===== src/rtl/phy_pkg.sv =====
// Lane PHY constants and types shared by the transmit serialiser and the receiver.
package phy_pkg;

    localparam int         PHY_WIDTH      = 8;
    localparam logic [7:0] PHY_IDLE_SYM   = 8'hBC;
    localparam int         PHY_SYNC_COUNT = 4;

    // SYNC sends the comma burst after reset; ACTIVE carries payload.
    typedef enum logic {
        SYNC   = 1'b0,
        ACTIVE = 1'b1
    } tx_state_t;

endpackage


===== src/rtl/paralelo_serial_if.sv =====
// Parallel symbol handshake into the serialiser: source drives data/valid, sink returns ready.
interface paralelo_serial_if #(
    parameter int WIDTH = phy_pkg::PHY_WIDTH
);

    logic [WIDTH-1:0] data_in;
    logic             valid_in;
    logic             ready;

    modport master (output data_in, output valid_in, input ready);
    modport slave  (input data_in, input valid_in, output ready);

endinterface


===== src/rtl/phy_hold_reg.sv =====
// One-deep valid/ready holding register between the symbol source and the shifter.
module phy_hold_reg #(
    parameter int WIDTH = 8
) (
    input  logic             clk_32f,
    input  logic             reset,
    input  logic             valid_in,
    input  logic [WIDTH-1:0] data_in,
    input  logic             pop,
    output logic             ready,
    output logic             full,
    output logic [WIDTH-1:0] data
);

    // Ready is forced low during reset so nothing is accepted while the lane is being cleared.
    assign ready = reset && !full;

    // Capture on a handshake; release when the shifter takes the symbol.
    // A push and a pop never coincide because ready is low whenever the register is full.
    always_ff @(posedge clk_32f) begin
        if (!reset) begin
            full <= 1'b0;
        end else if (valid_in && ready) begin
            full <= 1'b1;
            data <= data_in;
        end else if (pop) begin
            full <= 1'b0;
        end
    end

endmodule


===== src/rtl/paralelo_serial.sv =====
// Lane transmitter: serialises symbols MSB-first, one bit per clk_32f, idle/comma fill
// when nothing is queued, and a fixed comma burst after reset for receiver alignment.
module paralelo_serial
    import phy_pkg::*;
#(
    parameter int               WIDTH      = PHY_WIDTH,
    parameter logic [WIDTH-1:0] IDLE_SYM   = WIDTH'(PHY_IDLE_SYM),
    parameter int               SYNC_COUNT = PHY_SYNC_COUNT
) (
    input  logic               clk_32f,
    input  logic               reset,
    paralelo_serial_if.slave   bus,
    output logic               data_out,
    output logic               symbol_start,
    output logic               data_sym,
    output logic               active
);

    localparam int BW  = $clog2(WIDTH);
    localparam int SCW = $clog2(SYNC_COUNT + 1);

    tx_state_t        state;
    tx_state_t        state_next;
    logic [BW-1:0]    bit_cnt;
    logic [SCW-1:0]   sync_cnt;
    logic [WIDTH-1:0] cur_sym;

    logic             hold_full;
    logic [WIDTH-1:0] hold_data;

    logic             load;
    logic             sync_done;
    logic             take;
    logic             sync_inc;
    logic [WIDTH-1:0] sym_sel;

    phy_hold_reg #(
        .WIDTH (WIDTH)
    ) u_hold (
        .clk_32f  (clk_32f),
        .reset    (reset),
        .valid_in (bus.valid_in),
        .data_in  (bus.data_in),
        .pop      (take),
        .ready    (bus.ready),
        .full     (hold_full),
        .data     (hold_data)
    );

    // State register: SYNC after reset, ACTIVE until the next reset.
    always_ff @(posedge clk_32f) begin
        if (!reset) begin
            state <= SYNC;
        end else begin
            state <= state_next;
        end
    end

    // Next state: leave SYNC on the load edge that follows the last comma of the burst.
    always_comb begin
        state_next = state;
        if (state == SYNC && load && sync_done) begin
            state_next = ACTIVE;
        end
    end

    // Symbol selection: the edge that ends SYNC already follows the ACTIVE rule,
    // so queued data goes out immediately after the burst.
    always_comb begin
        load      = (bit_cnt == '0);
        sync_done = (sync_cnt == SCW'(SYNC_COUNT));
        take      = 1'b0;
        sync_inc  = 1'b0;
        sym_sel   = IDLE_SYM;
        if (load) begin
            if (state == SYNC && !sync_done) begin
                sync_inc = 1'b1;
            end else if (hold_full) begin
                take    = 1'b1;
                sym_sel = hold_data;
            end
        end
    end

    // Shifter: load a new symbol when the last bit is on the line, otherwise step down one bit.
    always_ff @(posedge clk_32f) begin
        if (!reset) begin
            cur_sym      <= '0;
            bit_cnt      <= '0;
            sync_cnt     <= '0;
            data_out     <= 1'b0;
            symbol_start <= 1'b0;
            data_sym     <= 1'b0;
            active       <= 1'b0;
        end else begin
            active <= (state_next == ACTIVE);
            if (sync_inc) begin
                sync_cnt <= sync_cnt + 1'b1;
            end
            if (load) begin
                cur_sym      <= sym_sel;
                data_out     <= sym_sel[WIDTH-1];
                bit_cnt      <= BW'(WIDTH - 1);
                symbol_start <= 1'b1;
                data_sym     <= take;
            end else begin
                data_out     <= cur_sym[bit_cnt - 1'b1];
                bit_cnt      <= bit_cnt - 1'b1;
                symbol_start <= 1'b0;
            end
        end
    end

endmodule


===== src/flat_wrapper.sv =====
// flat-port wrapper written by rule: the top's interface ports become plain ports
module paralelo_serial_flat import phy_pkg::*;
#(
    parameter int               WIDTH      = PHY_WIDTH,
    parameter logic [WIDTH-1:0] IDLE_SYM   = WIDTH'(PHY_IDLE_SYM),
    parameter int               SYNC_COUNT = PHY_SYNC_COUNT
)
  (clk_32f, reset, data_out, symbol_start, data_sym, active, bus_data_in, bus_valid_in, bus_ready);
  paralelo_serial_if #(.WIDTH(WIDTH)) bus_i ();
  input  logic clk_32f;
  input  logic reset;
  output logic data_out;
  output logic symbol_start;
  output logic data_sym;
  output logic active;
  input wire logic [$bits(bus_i.data_in)-1:0] bus_data_in;
  input wire logic [$bits(bus_i.valid_in)-1:0] bus_valid_in;
  output wire logic [$bits(bus_i.ready)-1:0] bus_ready;
  assign bus_i.data_in = bus_data_in;
  assign bus_i.valid_in = bus_valid_in;
  assign bus_ready = bus_i.ready;
  paralelo_serial #(.WIDTH(WIDTH), .IDLE_SYM(IDLE_SYM), .SYNC_COUNT(SYNC_COUNT)) u_core (.clk_32f(clk_32f), .reset(reset), .bus(bus_i), .data_out(data_out), .symbol_start(symbol_start), .data_sym(data_sym), .active(active));
endmodule

===== config.mk =====
export PLATFORM = sky130hd
export DESIGN_NAME = paralelo_serial_flat
export DESIGN_NICKNAME = d
export VERILOG_FILES = /design/src/rtl/phy_pkg.sv /design/src/rtl/paralelo_serial_if.sv /design/src/rtl/phy_hold_reg.sv /design/src/rtl/paralelo_serial.sv /design/src/flat_wrapper.sv
export SDC_FILE = /design/constraint.sdc
export NUM_CORES = 1
export LEC_CHECK = 0
export BUFFER_PORTS_ARGS = -buffer_cell sky130_fd_sc_hd__buf_2
export CELL_PAD_IN_SITES_DETAIL_PLACEMENT = 0
export CELL_PAD_IN_SITES_GLOBAL_PLACEMENT = 1
export CORE_MARGIN = 2
export CORE_UTILIZATION = 43
export CTS_CLUSTER_DIAMETER = 100
export CTS_CLUSTER_SIZE = 40
export DETAILED_ROUTE_END_ITERATION = 12
export GPL_ROUTABILITY_DRIVEN = 0
export PLACE_DENSITY = 0.77
export SLEW_MARGIN = 20
export SYNTH_ARGS = -nofsm -noshare
export SYNTH_HDL_FRONTEND = slang
export SYNTH_SLANG_ARGS = --single-unit

===== constraint.sdc =====
create_clock -name clk_32f -period 2 [get_ports clk_32f]
set_input_delay 0 -clock clk_32f [delete_from_list [all_inputs] [get_ports clk_32f]]
set_output_delay 0 -clock clk_32f [all_outputs]
set_load 0.05 [all_outputs]

# Yosys cells after proc, flatten, opt, wreduce, memory -nomap -nowiden
# Cells that the tools add are included.
totals:
  reg_bits: 27
  input_bits: 11
op_classes:
  addsub: 2
  magnitude_cmp: 1
  eq_ne: 1
  mux: 14
  n_bitwise: 1
  reduce_logical: 10
op_table:
  columns: ["operator", "count"]
  rows:
  - ["8-bit 2-to-1 mux", 2]
  - ["1-bit 2-to-1 mux", 10]
  - ["1-bit logical AND", 5]
  - ["3-bit by 4-bit < comparator with 1-bit output, second input constant", 1]
  - ["3-bit by 1-bit adder with 3-bit output, second input constant", 1]
  - ["1-bit binary-select mux with 3-bit select", 1]
  - ["3-bit == test, second input constant", 1]
  - ["3-bit logical NOT", 1]
  - ["3-bit 2-to-1 mux", 1]
  - ["3-bit by 1-bit subtractor with 3-bit output, second input constant", 1]
  - ["1-bit logical NOT", 2]
  - ["2-bit AND reduction", 1]
  - ["2-bit nonzero test", 1]
  - ["1-bit NOT", 1]

# Depth between registers and ports, before layout
# Gate-level depths: netlist (run 1).
logic_depth:
  word_depth: 7
  ltp_mapped: 6

# By module
# From an unflattened synthesis (run 1), not the netlist that was laid out.
hier_totals:
  cells_unflattened: 96
  hier_area_um2: 1064.8
modules_own_cells:
  columns: ["mod", "n_inst", "cells_each", "area_each_um2"]
  rows:
  - ["paralelo_serial", 1, 82, 768.2]
  - ["phy_hold_reg", 1, 14, 296.5]

# Least setup slack after synthesis (run 1)
# Ideal clock, no wire load.
synth_timing:
  kind: "register to register"
  from: "register u_core.bit_cnt[0]"
  to: "register u_core.data_out"
  setup_ps: 119
  arrival_ps: 1728
  required_ps: 1881
  setup_slack_ps: 154
  path_stages_with_launch: 6
  path_buffers: 0
  period_less_slack_ps: 1846
  cell_sequence: "dfxtp_1 > inv_1 > ha_1 > mux4_1 > mux2_2 > o221a_1"
synth_between:
  elab_chain_cells: 4
  word_cells_on_any_way: 5
  classes_between: "1 x add/sub; 3 x mux; 1 x reduce/logical"
synth_lines:
  columns: ["item", "line", "source"]
  rows:
  - ["from (decl)", "paralelo_serial.sv:24", "logic [BW-1:0] bit_cnt;"]
  - ["from (signal assigned)", "paralelo_serial.sv:103", "bit_cnt <= BW'(WIDTH - 1);"]
  - ["from (signal assigned)", "paralelo_serial.sv:108", "bit_cnt <= bit_cnt - 1'b1;"]
  - ["3-bit by 1-bit subtractor with 3-bit output", "paralelo_serial.sv:107", "data_out <= cur_sym[bit_cnt - 1'b1];"]
  - ["1-bit binary-select mux with 3-bit select", "paralelo_serial.sv:107", null]
  - ["1-bit 2-to-1 mux (implied by the code)", "paralelo_serial.sv:107", null]
  - ["1-bit 2-to-1 mux *", "paralelo_serial.sv:100", "if (load) begin"]
  - ["to (signal assigned)", "paralelo_serial.sv:102", "data_out <= sym_sel[WIDTH-1];"]
  - ["to (signal assigned)", "paralelo_serial.sv:107", null]
  - ["to (decl)", "paralelo_serial.sv:13", "output logic data_out,"]
# Every way passes the cells marked *; elsewhere a longest branch is shown, timed or not. The select of a mux whose other input is x is not followed.
# A chain may end at the register's enable or synchronous reset.

# Worst setup path after layout (run 1)
# Ends and elaborated chain as after synthesis.

==> flow_summary.rst, run 1 <==
.. list-table::
   :header-rows: 1

   * - Metric
     - Value
   * - Post-synthesis net count
     - 100
   * - H-tree depth
     - 1
   * - Average cell area after synthesis
     - 12.1 um^2
   * - Pre-CTS worst setup slack
     - 0.0159 ns
   * - Drt total wl
     - 1780 um
   * - Hold path startpoint
     - bus_data_in[1]
   * - Max-capacitance violation count
     - 0
   * - Cell leakage power
     - 0.520 nW
   * - Pins Over Slew Limit
     - 0
   * - GR Util All Layers
     - 15.0%
   * - Library cell occupying the most area in the post-synthesis netlist
     - dfxtp_1
   * - Setup clock skew after layout
     - 0.00247 ns
   * - Count of buffers from port buffering
     - 15
   * - Via count of the first global-routing pass
     - 667
   * - Worst ir drop on vdd
     - 0.561 mV
   * - DRC Markers
     - 0
   * - List of most frequent post-synthesis cells
     - dfxtp_1 (19), a21oi_1 (11), edfxtp_1 (8)
   * - Total congestion overflow
     - 0
   * - Post-synth EDFFs
     - 8
   * - Logic pwr share
     - 24.4%
   * - Unrepaired setup endpoints after global routing
     - no
   * - Total die area
     - 2810 um^2
   * - Internal Power
     - 834 uW
   * - Cell area after synthesis
     - 1030 um^2
   * - Crit path DAT
     - 2.13 ns
   * - Overall via count from detail_route
     - 732
   * - Critical Path Start
     - u_core.bit_cnt[0]$_SDFF_PN0_
   * - Summed area of non-filler cells in the final layout
     - 1270 um^2
   * - Final Hold Vio Count
     - 0
   * - Post-detailed-route count of antenna-violating nets
     - 0
   * - Final core area utilization
     - 56.9%
   * - Minimum clock period after layout
     - 1.89 ns
   * - Placed wire-length estimate after detailed placement
     - 1170 um
   * - Detailed-route wire length per cell
     - 12.7 um
   * - Category of the critical setup timing path
     - reg -> reg
   * - FF/Latch Area
     - 622 um^2
   * - Post-synth ARST share
     - 0%
   * - Share of post-route cells with drive strength above 1
     - 25.0%
   * - Type of origin of the critical path
     - register
   * - Number of instances in the synthesized netlist
     - 85
   * - Share of total power consumed by net switching
     - 29.1%
   * - Proportion of netlist area held by the largest area contributor
     - 36.9%
   * - Sequential share of power
     - 55.7%
   * - Clock Pin Slew Worst Setup and Hold Paths
     - 0.14 ns
   * - Largest net degree at the start of global routing
     - 16
   * - Synthesized flop and latch total
     - 27
   * - Num Clock Sinks
     - 27
   * - Synthesis Warnings
     - 0
   * - Clock Latency Late Sink
     - 0.32 ns
   * - Final-stage net count
     - 128
   * - Critical Path RT
     - 2.23 ns
   * - Largest fanout of any net on the critical path
     - 3
   * - Post-synthesis to final-layout area growth
     - 23.2%
   * - Ys flop type
     - dfxtp_1
   * - Count of standard-cell rows
     - 17
   * - Standard cell core area
     - 2230 um^2
   * - Slew @ Worst Pin
     - 0.447 ns
   * - Initial Utilization
     - 46.2%
   * - Upper clock frequency limit
     - 0.528 GHz
   * - Worst reg2reg path startpoint
     - u_core.bit_cnt[0]$_SDFF_PN0_
   * - TritonCTS clock tree
     - done
   * - Clock buffers created by TritonCTS
     - 3
   * - Pwr Density
     - 926 nW/um^2
   * - Avg Vias per Cell
     - 5.23
   * - Reported net switching power
     - 342 uW
   * - Rel. slew slack
     - 70.2%
   * - Slowest stage cell, crit path
     - mux4_1
   * - Critical Path Max Stage Delay
     - 0.57 ns
   * - First-pass GRT wire length
     - 2930 um
   * - Total Neg Setup Slack
     - 0 ns
   * - Number of I/O pins
     - 16
   * - Crit path setup slack, layout
     - 0.105 ns
   * - Unique masters post-synth
     - 24
   * - Max clock buf depth
     - 2
   * - Die Span X
     - 53.0 um
   * - Placed instance area
     - 1130 um^2
   * - Number of filler instances in the final layout
     - 200
   * - Endpoint type of the worst setup path
     - register
   * - Die boundary height
     - 53.0 um
   * - Critical path, cell by cell
     - inv_1, ha_1, mux4_1, mux2_2, o221a_1
   * - Count of endpoints failing setup in the final report
     - 0
   * - Part of the total power dissipated in the clock network
     - 19.9%
   * - Root Buffer
     - clkbuf_4
   * - Most common cell in the netlist
     - dfxtp_1
   * - Top post-synthesis cells by area
     - dfxtp_1 (37%), edfxtp_1 (23%), o221a_2 (5.5%), a21oi_1 (5.3%), mux4_1 (5.1%)
   * - Post-synthesis sequential area ratio
     - 60.2%
   * - Area of the multi-input gates
     - 373 um^2
   * - Ant diodes
     - 0
   * - Period utilization
     - 94.7%
   * - Number of antenna violations at the first check in global routing
     - 0
   * - First-iteration detailed-routing DRC count
     - 8
   * - Iteration count of the initial detailed-routing pass
     - 4
   * - Class of the most critical hold timing path
     - in -> reg
   * - Run status
     - finished, final reports clean
[repair_timing]
item	CTS	global route
endpoints found under the hold margin	15	0
hold buffers	10	0
buffers inserted	0	1
setup endpoints to repair	1	1
gates resized for setup	1	0
[critical path, delay by kind of cell (launching register included)]
family	cells	cell delay [ns]
fa+ha+maj	1	0.34
compound gates	1	0.22
flops	1	0.35
buf+inv	1	0.05
mux	2	0.85
[worst paths after layout]
path	to	slack [ns]	cells after the start
setup reg to reg	u_core.data_out$_SDFF_PN0_	0.11	5
hold reg to reg	u_core.cur_sym[0]$_SDFFE_PN0P_	0.46	2
setup / recovery	u_core.data_out$_SDFF_PN0_	0.11	5
hold / removal	u_core.u_hold.data[1]$_DFFE_PP_	0.38	2
[cells in the final DEF, fill, tap and decap left out, drive strengths merged]
master	n
a21o	1
a21oi	11
a31oi	1
and2	1
buf	17
clkbuf	3
clkinv	1
dfxtp	19
dlygate4sd3	10
edfxtp	8
ha	4
inv	6
mux2	1
mux4	2
nand2	4
nand2b	1
nand3	3
nand4	3
nor2	3
nor2b	1
o211a	1
o21ai	2
o221a	6
o31ai	1
or4	1
xnor2	1
[layout make-up]
| class | instances | area share, % |
|---|---|---|
| Clock inverter | 1 | 0.394 |
| Clock buffer | 3 | 1.77 |
| Inverter | 6 | 1.77 |
| Multi-Input combinational cell | 48 | 29.4 |
| Timing Repair Buffer | 27 | 15.0 |
| Sequential cell | 27 | 49.0 |
| Tap cell | 28 | 2.76 |
[sequential cells by signal, summed over array words and instances (netlist names)]
register	flops
u_core.data_sym	1
u_core.u_hold.data	8
u_core.symbol_start	1
u_core.data_out	1
u_core.active	1
u_core.sync_cnt	3
u_core.bit_cnt	3
u_core.u_hold.full	1
u_core.cur_sym	8
[power by group through the flow]
stage	logic, mW	clock network, mW	registers [mW]
2_1_floorplan	0.179	0	0.694
3_3_place_gp	0.260	0	0.668
3_5_place_dp	0.268	0	0.668
4_1_cts	0.283	0.235	0.657
5_1_grt	0.316	0.262	0.662
6_report	0.287	0.234	0.655
[through the flow]
stage	power, mW	std cells	hold slack [ns]
after floorplan	0.873	85	0.0989
after global placement	0.928	125	0.177
after detailed placement	0.936	125	0.178
after CTS	1.18	139	0.366
after global routing	1.24	140	0.357
final	1.18	140	0.375
[kinds of logic (layout without fill, tap and decap cells)]
group	count (synthesis)	after routing	synth area share (%)
buffers and inverters	10	37	3.64
flip-flops	27	27	60.2
adder cells (fa/ha/maj)	4	4	4.85
multiplexers	3	3	6.19
XOR/XNOR	1	1	0.850
AND/OR/NAND/NOR	17	17	8.37
AO/OA/AOI/OAI	23	23	15.9
[per-layer routing]
layer	GRT usage, %	up-vias	part of all wire (%)	wire [um]
li1	-	373	-	-
met1	18.7	343	46	825
met2	24.2	12	49	875
met3	3.39	4	2.7	49
met4	7.69	0	1.9	34
met5	0	-	0	0
No activity file was read; power rests on OpenSTA's default activity.
==> inputs of run 2 (changes only) <==
- ABC_AREA: default -> 1
- CORE_UTILIZATION: 43 -> 41
- PLACE_DENSITY: 0.77 -> 0.76
==> run 2 against run 1 <==
Effect of this change: clock-buffer cell count did not move; worst hold slack improved by 0.0063 ns; final area rose by 5.6%; synthesized area grew 7.2%; utilization fell by 3.7 points; synthesized cell count grew 39%; critical path depth increased by 3; non-clock buffer count did not move; routed wire length increased by 1.1%; clock skew rose by 0.0032 ns; critical path type unchanged; largest power group unchanged.
==> flow_summary.rst, run 2 <==
.. list-table::
   :header-rows: 1

   * - Metric
     - Value
   * - List of most frequent post-synthesis cells
     - dfxtp_1 (19), nand2_1 (19), nor2_1 (14)
   * - Clock Pin Slew Worst Setup and Hold Paths
     - 0.14 ns (about the same)
   * - Total Neg Setup Slack
     - 0 ns (unchanged)
   * - Count of standard-cell rows
     - 18 (+1)
   * - Unrepaired setup endpoints after global routing
     - no
   * - Number of filler instances in the final layout
     - 244 (+22%)
   * - Placed wire-length estimate after detailed placement
     - 1270 um (+9.4%)
   * - Endpoint type of the worst setup path
     - register
   * - Ys flop type
     - dfxtp_1
   * - Upper clock frequency limit
     - 0.553 GHz (+4.7%)
   * - Post-detailed-route count of antenna-violating nets
     - 0 (unchanged)
   * - Pins Over Slew Limit
     - 0 (unchanged)
   * - Synthesis Warnings
     - 0 (unchanged)
   * - Post-synthesis net count
     - 133 (+33%)
   * - TritonCTS clock tree
     - done
   * - Number of instances in the synthesized netlist
     - 118 (+39%)
   * - Root Buffer
     - clkbuf_4
   * - Period utilization
     - 90.5% (-4.3 points)
   * - Max clock buf depth
     - 2 (unchanged)
   * - Type of origin of the critical path
     - register
   * - Sequential share of power
     - 53.8% (-1.9 points)
   * - Worst ir drop on vdd
     - 0.508 mV (-9.6%)
   * - Commonest non-fill, non-tap cells in the layout
     - nand2_1 (19), dfxtp_1 (19), buf_2 (15)
   * - Drt total wl
     - 1800 um (+1.1%)
   * - Internal Power
     - 840 uW (+0.80%)
   * - Met2 track demand over resource in global routing
     - 20.4% (-3.8 points)
   * - Busiest grt layer
     - met2
   * - DRC Markers
     - 0 (unchanged)
   * - Die boundary height
     - 55.9 um (+5.6%)
   * - Share of post-route cells with drive strength above 1
     - 19.9% (-5.1 points)
   * - Crit path DAT
     - 2.08 ns (-0.05 ns)
   * - Avg Vias per Cell
     - 4.65 (-11%)
   * - Cell leakage power
     - 0.589 nW (+13%)
   * - Detailed-route wire length per cell
     - 10.2 um (-20%)
   * - Top post-synthesis cells by area
     - dfxtp_1 (34%), edfxtp_1 (22%), nand2_1 (6.5%), nor2_1 (4.8%), a21oi_1 (4.5%)
   * - Die Span X
     - 55.9 um (+5.6%)
   * - Via count of the first global-routing pass
     - 774 (+16%)
   * - Ant diodes
     - 0 (unchanged)
   * - Num Clock Sinks
     - 27 (unchanged)
   * - Class of the most critical hold timing path
     - in -> reg
   * - Met1 layer usage reported by global route
     - 16.4% (-2.3 points)
   * - First-pass GRT wire length
     - 3220 um (+9.9%)
   * - Count of endpoints failing setup in the final report
     - 0 (unchanged)
   * - Number of antenna violations at the first check in global routing
     - 0 (unchanged)
   * - Standard cell core area
     - 2520 um^2 (+13%)
   * - Largest net degree at the start of global routing
     - 16 (unchanged)
   * - Clock buffers created by TritonCTS
     - 3 (unchanged)
   * - Post-synth EDFFs
     - 8 (unchanged)
   * - Category of the critical setup timing path
     - reg -> reg
   * - First-iteration detailed-routing DRC count
     - 14 (+6)
   * - GR Util All Layers
     - 12.9% (-2.1 points)
   * - Max-capacitance violation count
     - 0 (unchanged)
   * - Share of total power consumed by net switching
     - 32.7% (+3.6 points)
   * - Final Hold Vio Count
     - 0 (unchanged)
   * - Slew @ Worst Pin
     - 0.327 ns (-0.120 ns)
   * - Run status
     - finished, final reports clean
   * - Unique masters post-synth
     - 24 (unchanged)
   * - Total congestion overflow
     - 0 (unchanged)
   * - Total die area
     - 3130 um^2 (+11%)
   * - Total power draw
     - 1.25 mW (+6.2%)
   * - Initial Utilization
     - 43.8% (-2.4 points)
   * - Final-stage net count
     - 162 (+27%)
   * - Setup clock skew after layout
     - 0.00563 ns (+0.00316 ns)
   * - Iteration count of the initial detailed-routing pass
     - 4 (unchanged)
   * - Count of buffers from port buffering
     - 15 (unchanged)
   * - Part of the total power dissipated in the clock network
     - 18.2% (-1.7 points)
   * - Critical Path RT
     - 2.27 ns (+0.04 ns)
   * - Overall via count from detail_route
     - 819 (+12%)
   * - Post-synthesis sequential area ratio
     - 56.2% (-4.0 points)
   * - Number of I/O pins
     - 16 (unchanged)
   * - Reported net switching power
     - 408 uW (+19%)
   * - Clock Latency Late Sink
     - 0.32 ns (about the same)
   * - Rel. slew slack
     - 78.2% (+8.0 points)
   * - Library cell occupying the most area in the post-synthesis netlist
     - dfxtp_1
   * - Logic pwr share
     - 28.1% (+3.7 points)
   * - Synthesized flop and latch total
     - 27 (unchanged)
   * - Proportion of netlist area held by the largest area contributor
     - 34.4% (-2.5 points)
   * - H-tree depth
     - 1 (unchanged)
   * - Post-synth ARST share
     - 0% (unchanged)
   * - Minimum clock period after layout
     - 1.81 ns (-0.0857 ns)
   * - Cell area after synthesis
     - 1100 um^2 (+7.2%)
   * - Post-synthesis to final-layout area growth
     - 21.4%
   * - Registers with the highest flip-flop counts
     - u_core.cur_sym (8), u_core.u_hold.data (8)
   * - Met3 usage
     - 3.26% (-0.13 points)
   * - Largest fanout of any net on the critical path
     - 5 (+2)
   * - Pwr Density
     - 931 nW/um^2 (+0.54%)
   * - Average cell area after synthesis
     - 9.36 um^2 (-23%)
==> run 2: path summary, 6_finish.rpt <==
kind / startpoint / endpoint / slack [ns] / depth (start not counted)
setup / recovery: u_core.sync_cnt[0]$_SDFFE_PN0P_ / u_core.u_hold.full$_SDFFE_PN0P_ / 0.19 / 8
hold / removal: bus_data_in[7] / u_core.u_hold.data[7]$_DFFE_PP_ / 0.38 / 2
hold reg to reg: u_core.u_hold.data[5]$_DFFE_PP_ / u_core.cur_sym[5]$_SDFFE_PN0P_ / 0.47 / 2
setup reg to reg: u_core.sync_cnt[0]$_SDFFE_PN0P_ / u_core.u_hold.full$_SDFFE_PN0P_ / 0.19 / 8
==> run 2: worst max-delay path, stage by stage (launching register included) <==
cell and delay [ns]:
dfxtp_1 0.36, inv_1 0.07, ha_1 0.23, a21oi_4 0.22
inv_2 0.05, nand2_2 0.11, nor2_8 0.05, o21ai_0 0.13
dlygate4sd3_1 0.55
==> run 2: layer usage <==
layer	vias to the layer above	routed length, um
met5	-	0
met4	0	14
met3	2	77
met2	14	833
met1	366	877
li1	437	-
==> run 2: layout make-up <==
class / instances / area [um^2] / share of cell area (%)
Sequential cell: 27 / 621 / 46.3
Multi-Input combinational cell: 72 / 400 / 29.9
Timing Repair Buffer: 27 / 193 / 14.4
Inverter: 16 / 62.6 / 4.66
Tap cell: 30 / 37.5 / 2.80
Clock buffer: 3 / 22.5 / 1.68
Clock inverter: 1 / 5.00 / 0.373
==> run 2: power groups by stage <==
stage | clock network, mW | registers [mW] | logic [mW]
after floorplan | 0 | 0.714 | 0.234
final | 0.227 | 0.671 | 0.350
after detailed placement | 0 | 0.684 | 0.323
after CTS | 0.237 | 0.671 | 0.343
after global placement | 0 | 0.683 | 0.323
after global routing | 0.260 | 0.679 | 0.396
==> run 2: cells by family after synthesis <==
family                   count (synthesis)  share of synthesized area, %
AND/OR/NAND/NOR                         44                          18.7
flip-flops                              27                          56.2
AO/OA/AOI/OAI                           22                          11.4
buffers and inverters                   19                          7.59
adder cells (fa/ha/maj)                  4                          4.53
XOR/XNOR                                 2                          1.59
==> run 2: through the flow <==
step | util (%) | setup slack (ns) | hold WS [ns] | std cells | area [um^2]
2_1_floorplan | - | 0.309 | 0.0989 | 118 | 1100
3_3_place_gp | 47.4 | 0.560 | 0.177 | 160 | 1200
3_5_place_dp | 47.4 | 0.523 | 0.178 | 160 | 1200
4_1_cts | 52.9 | 0.0953 | 0.363 | 175 | 1330
5_1_grt | 53.2 | 0.0995 | 0.355 | 176 | 1340
6_report | 53.2 | 0.191 | 0.382 | 176 | 1340
==> run 2: timing repair <==
item | in CTS | in global routing
endpoints found under the setup margin | 0 | 1
hold buffers | 11 | 0
endpoints found under the hold margin | 16 | 0
resized for setup | 0 | 0
buffers inserted | 0 | 1
==> inputs of run 3 (changes only) <==
- PLACE_DENSITY: 0.76 -> 0.77
- SYNTH_HIERARCHICAL: default -> 1
==> run 3 against run 2 <==
Effect of this change: worst hold slack lost 0.36 ns; non-clock buffer count shrank 3; clock skew grew 0.0017 ns; global-route usage grew 1.5 points; largest cell class unchanged; via count shrank 3.1%; synthesized area shrank 2.7%; combinational power grew 78%; synthesized cell count shrank 1.7%; routed wire length grew 5.5%.
==> flow_summary.rst, run 3 <==
.. list-table::
   :header-rows: 1

   * - Metric
     - Value
   * - Run status
     - finished, final reports clean
   * - Cell area after synthesis
     - 1070 um^2 (-2.7%)
   * - Post-synth EDFFs
     - 8 (unchanged)
   * - Clock buffers created by TritonCTS
     - 3 (unchanged)
   * - Type of origin of the critical path
     - register
   * - Initial Utilization
     - 43.4% (-0.42 points)
   * - Final Hold Vio Count
     - 0 (unchanged)
   * - Pwr Density
     - 1230 nW/um^2 (+32%)
   * - Standard cell core area
     - 2480 um^2 (-1.8%)
   * - Critical Path RT
     - 2.26 ns (about the same)
   * - Total Neg Setup Slack
     - 0 ns (unchanged)
   * - Ant diodes
     - 0 (unchanged)
   * - Max-capacitance violation count
     - 0 (unchanged)
   * - Max clock buf depth
     - 2 (unchanged)
   * - Post-synth ARST share
     - 0% (unchanged)
   * - Setup clock skew after layout
     - 0.00737 ns (+0.00174 ns)
   * - Count of standard-cell rows
     - 18 (unchanged)
   * - Average cell area after synthesis
     - 9.27 um^2 (-1.0%)
   * - Final-stage net count
     - 158 (-2.5%)
   * - Rel. slew slack
     - 75.1% (-3.0 points)
   * - Post-detailed-route count of antenna-violating nets
     - 0 (unchanged)
   * - List of most frequent post-synthesis cells
     - inv_1 (22), nand2_1 (21), dfxtp_1 (19)
   * - Number of I/O pins
     - 16 (unchanged)
   * - Unrepaired setup endpoints after global routing
     - no
   * - Root Buffer
     - clkbuf_4
   * - Count of endpoints failing setup in the final report
     - 0 (unchanged)
   * - Resized Gates After CTS
     - 0 (unchanged)
   * - First-iteration detailed-routing DRC count
     - 12 (-2)
   * - Total die area
     - 3050 um^2 (-2.5%)
   * - Minimum clock period after layout
     - 1.60 ns (-0.214 ns)
   * - Post-synthesis sequential area ratio
     - 57.7% (+1.6 points)
   * - Clock Latency Late Sink
     - 0.31 ns (about the same)
   * - Crit path DAT
     - 1.86 ns (-0.22 ns)
   * - Hold buffer count at cts
     - 9 (-2)
   * - Pins Over Slew Limit
     - 0 (unchanged)
   * - Largest fanout of any net on the critical path
     - 9 (+4)
   * - Detailed-route wire length per cell
     - 11.1 um (+7.9%)
   * - Cell leakage power
     - 0.582 nW (-1.2%)
   * - Post-synthesis net count
     - 131 (-1.5%)
   * - Share of total power consumed by net switching
     - 37.1% (+4.4 points)
   * - Number of antenna violations at the first check in global routing
     - 0 (unchanged)
   * - Ys flop type
     - dfxtp_1
   * - Category of the critical setup timing path
     - reg -> reg
   * - Die Span X
     - 55.2 um (-1.3%)
   * - Class of the most critical hold timing path
     - in -> reg
   * - Sequential share of power
     - 46.7% (-7.1 points)
   * - Upper clock frequency limit
     - 0.627 GHz (+13%)
   * - Slew @ Worst Pin
     - 0.373 ns (+0.0458 ns)
   * - Endpoint type of the worst setup path
     - register
   * - DRC Markers
     - 0 (unchanged)
   * - Iteration count of the initial detailed-routing pass
     - 4 (unchanged)
   * - Synthesis Warnings
     - 6 (+6)
   * - Count of buffers from port buffering
     - 15 (unchanged)
   * - Logic pwr share
     - 39.2% (+11 points)
   * - Number of instances in the synthesized netlist
     - 116 (-1.7%)
   * - Summed area of non-filler cells in the final layout
     - 1290 um^2 (-3.5%)
   * - Die boundary height
     - 55.2 um (-1.3%)
   * - Registers with the highest flip-flop counts
     - u_core/cur_sym (8), u_core/u_hold/data (8)
   * - Top post-synthesis cells by area
     - dfxtp_1 (35%), edfxtp_1 (22%), inv_1 (7.7%), nand2_1 (7.3%), ha_1 (4.7%)
   * - Most common cell in the netlist
     - inv_1
   * - Avg Vias per Cell
     - 4.62 (-0.80%)
   * - Number of buffers added for setup after CTS
     - 0 (unchanged)
   * - Largest net degree at the start of global routing
     - 15 (-1)
   * - Placed instance area
     - 1180 um^2 (-1.6%)
   * - Reported net switching power
     - 588 uW (+44%)
   * - Library cell occupying the most area in the post-synthesis netlist
     - dfxtp_1
   * - Clock Pin Slew Worst Setup and Hold Paths
     - 0.13 ns (about the same)
   * - Overall via count from detail_route
     - 794 (-3.1%)
   * - Synthesized flop and latch total
     - 27 (unchanged)
   * - GR Util All Layers
     - 14.4% (+1.5 points)
   * - First-pass GRT wire length
     - 3480 um (+7.9%)
   * - Period utilization
     - 79.8% (-11 points)
   * - Placed wire-length estimate after detailed placement
     - 1360 um (+6.7%)
   * - Number of filler instances in the final layout
     - 251 (+2.9%)
   * - Proportion of netlist area held by the largest area contributor
     - 35.4% (+0.96 points)
   * - TritonCTS clock tree
     - done
   * - Total congestion overflow
     - 0 (unchanged)
   * - Drt total wl
     - 1900 um (+5.5%)
   * - Commonest non-fill, non-tap cells in the layout
     - inv_1 (22), nand2_1 (21), dfxtp_1 (19)
   * - Post-synthesis to final-layout area growth
     - 20.4%
   * - Share of post-route cells with drive strength above 1
     - 20.4% (+0.56 points)
   * - Worst ir drop on vdd
     - 0.596 mV (+17%)
   * - Via count of the first global-routing pass
     - 840 (+8.5%)
   * - Num Clock Sinks
     - 27 (unchanged)
   * - Unique masters post-synth
     - 18 (-25%)
   * - H-tree depth
     - 1 (unchanged)
   * - Part of the total power dissipated in the clock network
     - 14.1% (-4.1 points)
   * - Commonest non-fill, non-tap cell in the layout
     - inv_1
   * - Internal Power
     - 997 uW (+19%)
==> run 3: changes by cell type in the layout (fill, tap and decap cells not counted), moves of 2 or more <==
cell	previous run	this run
o21ai_1	0	4
inv_1	12	22
inv_2	3	5
a21oi_1	10	8
o221ai_1	0	4
dlygate4sd3_1	11	9
nand2_1	19	21
nand3_2	0	3
o21ai_0	9	2
nor2_1	14	4
==> run 3: cell type report <==
cell class / count / area [um^2] / share of cell area (%)
sequential: 27 / 621 / 48.0
multi-input combinational: 60 / 343 / 26.5
timing repair buffer: 24 / 165 / 12.8
inverter: 27 / 101 / 7.83
tap: 30 / 37.5 / 2.90
clock buffer: 4 / 26.3 / 2.03
==> run 3: worst paths after layout <==
path                                                       from                               to  slack (ns)  depth (start not counted)
worst max register to register     u_core/bit_cnt[0]$_SDFF_PN0_   u_core/cur_sym[6]$_SDFFE_PN0N_        0.40                          7
worst min-delay path                                      reset   u_core/cur_sym[3]$_SDFFE_PN0N_        0.02                          3
worst min register to register  u_core/sync_cnt[2]$_SDFFE_PN0P_  u_core/sync_cnt[2]$_SDFFE_PN0P_        0.46                          1
worst max-delay path               u_core/bit_cnt[0]$_SDFF_PN0_   u_core/cur_sym[6]$_SDFFE_PN0N_        0.40                          7
==> run 3: layer usage <==
layer,share of wire (%),track usage (%)
met5,0,0
met4,0.47,6.27
met3,2.3,2.81
met2,49,25.5
met1,48,16.6
==> run 3: kinds of logic after synthesis <==
group / synth area share, %
AOI/OAI and AO/OA: 11.3
adders and majority gates: 4.66
buffers and inverters: 10.4
DFF: 57.7
and+or+nand+nor: 15.9
==> run 3: through the flow <==
step	util, %	instances	hold WS (ns)	power [mW]	setup WS, ns
after floorplan	-	116	0.0989	1.23	0.609
after global placement	47.5	159	0.177	1.35	0.526
after detailed placement	47.5	159	0.178	1.37	0.453
after CTS	52.2	172	0.0119	1.61	0.427
after global routing	52.2	172	0.0157	1.74	0.256
final	52.2	172	0.0221	1.58	0.405
==> run 3: critical path, stage by stage, from the launching register on <==
cell	delay, ns
dfxtp_1	0.39
inv_2	0.09
ha_1	0.15
ha_1	0.37
nand3_2	0.22
inv_2	0.12
nand2_1	0.08
a21oi_1	0.12
==> run 3: power groups by stage <==
stage | logic [mW] | registers, mW | clock network, mW
after floorplan | 0.440 | 0.794 | 0
after global placement | 0.599 | 0.753 | 0
after detailed placement | 0.614 | 0.756 | 0
after CTS | 0.629 | 0.743 | 0.235
after global routing | 0.713 | 0.757 | 0.265
final | 0.622 | 0.740 | 0.223
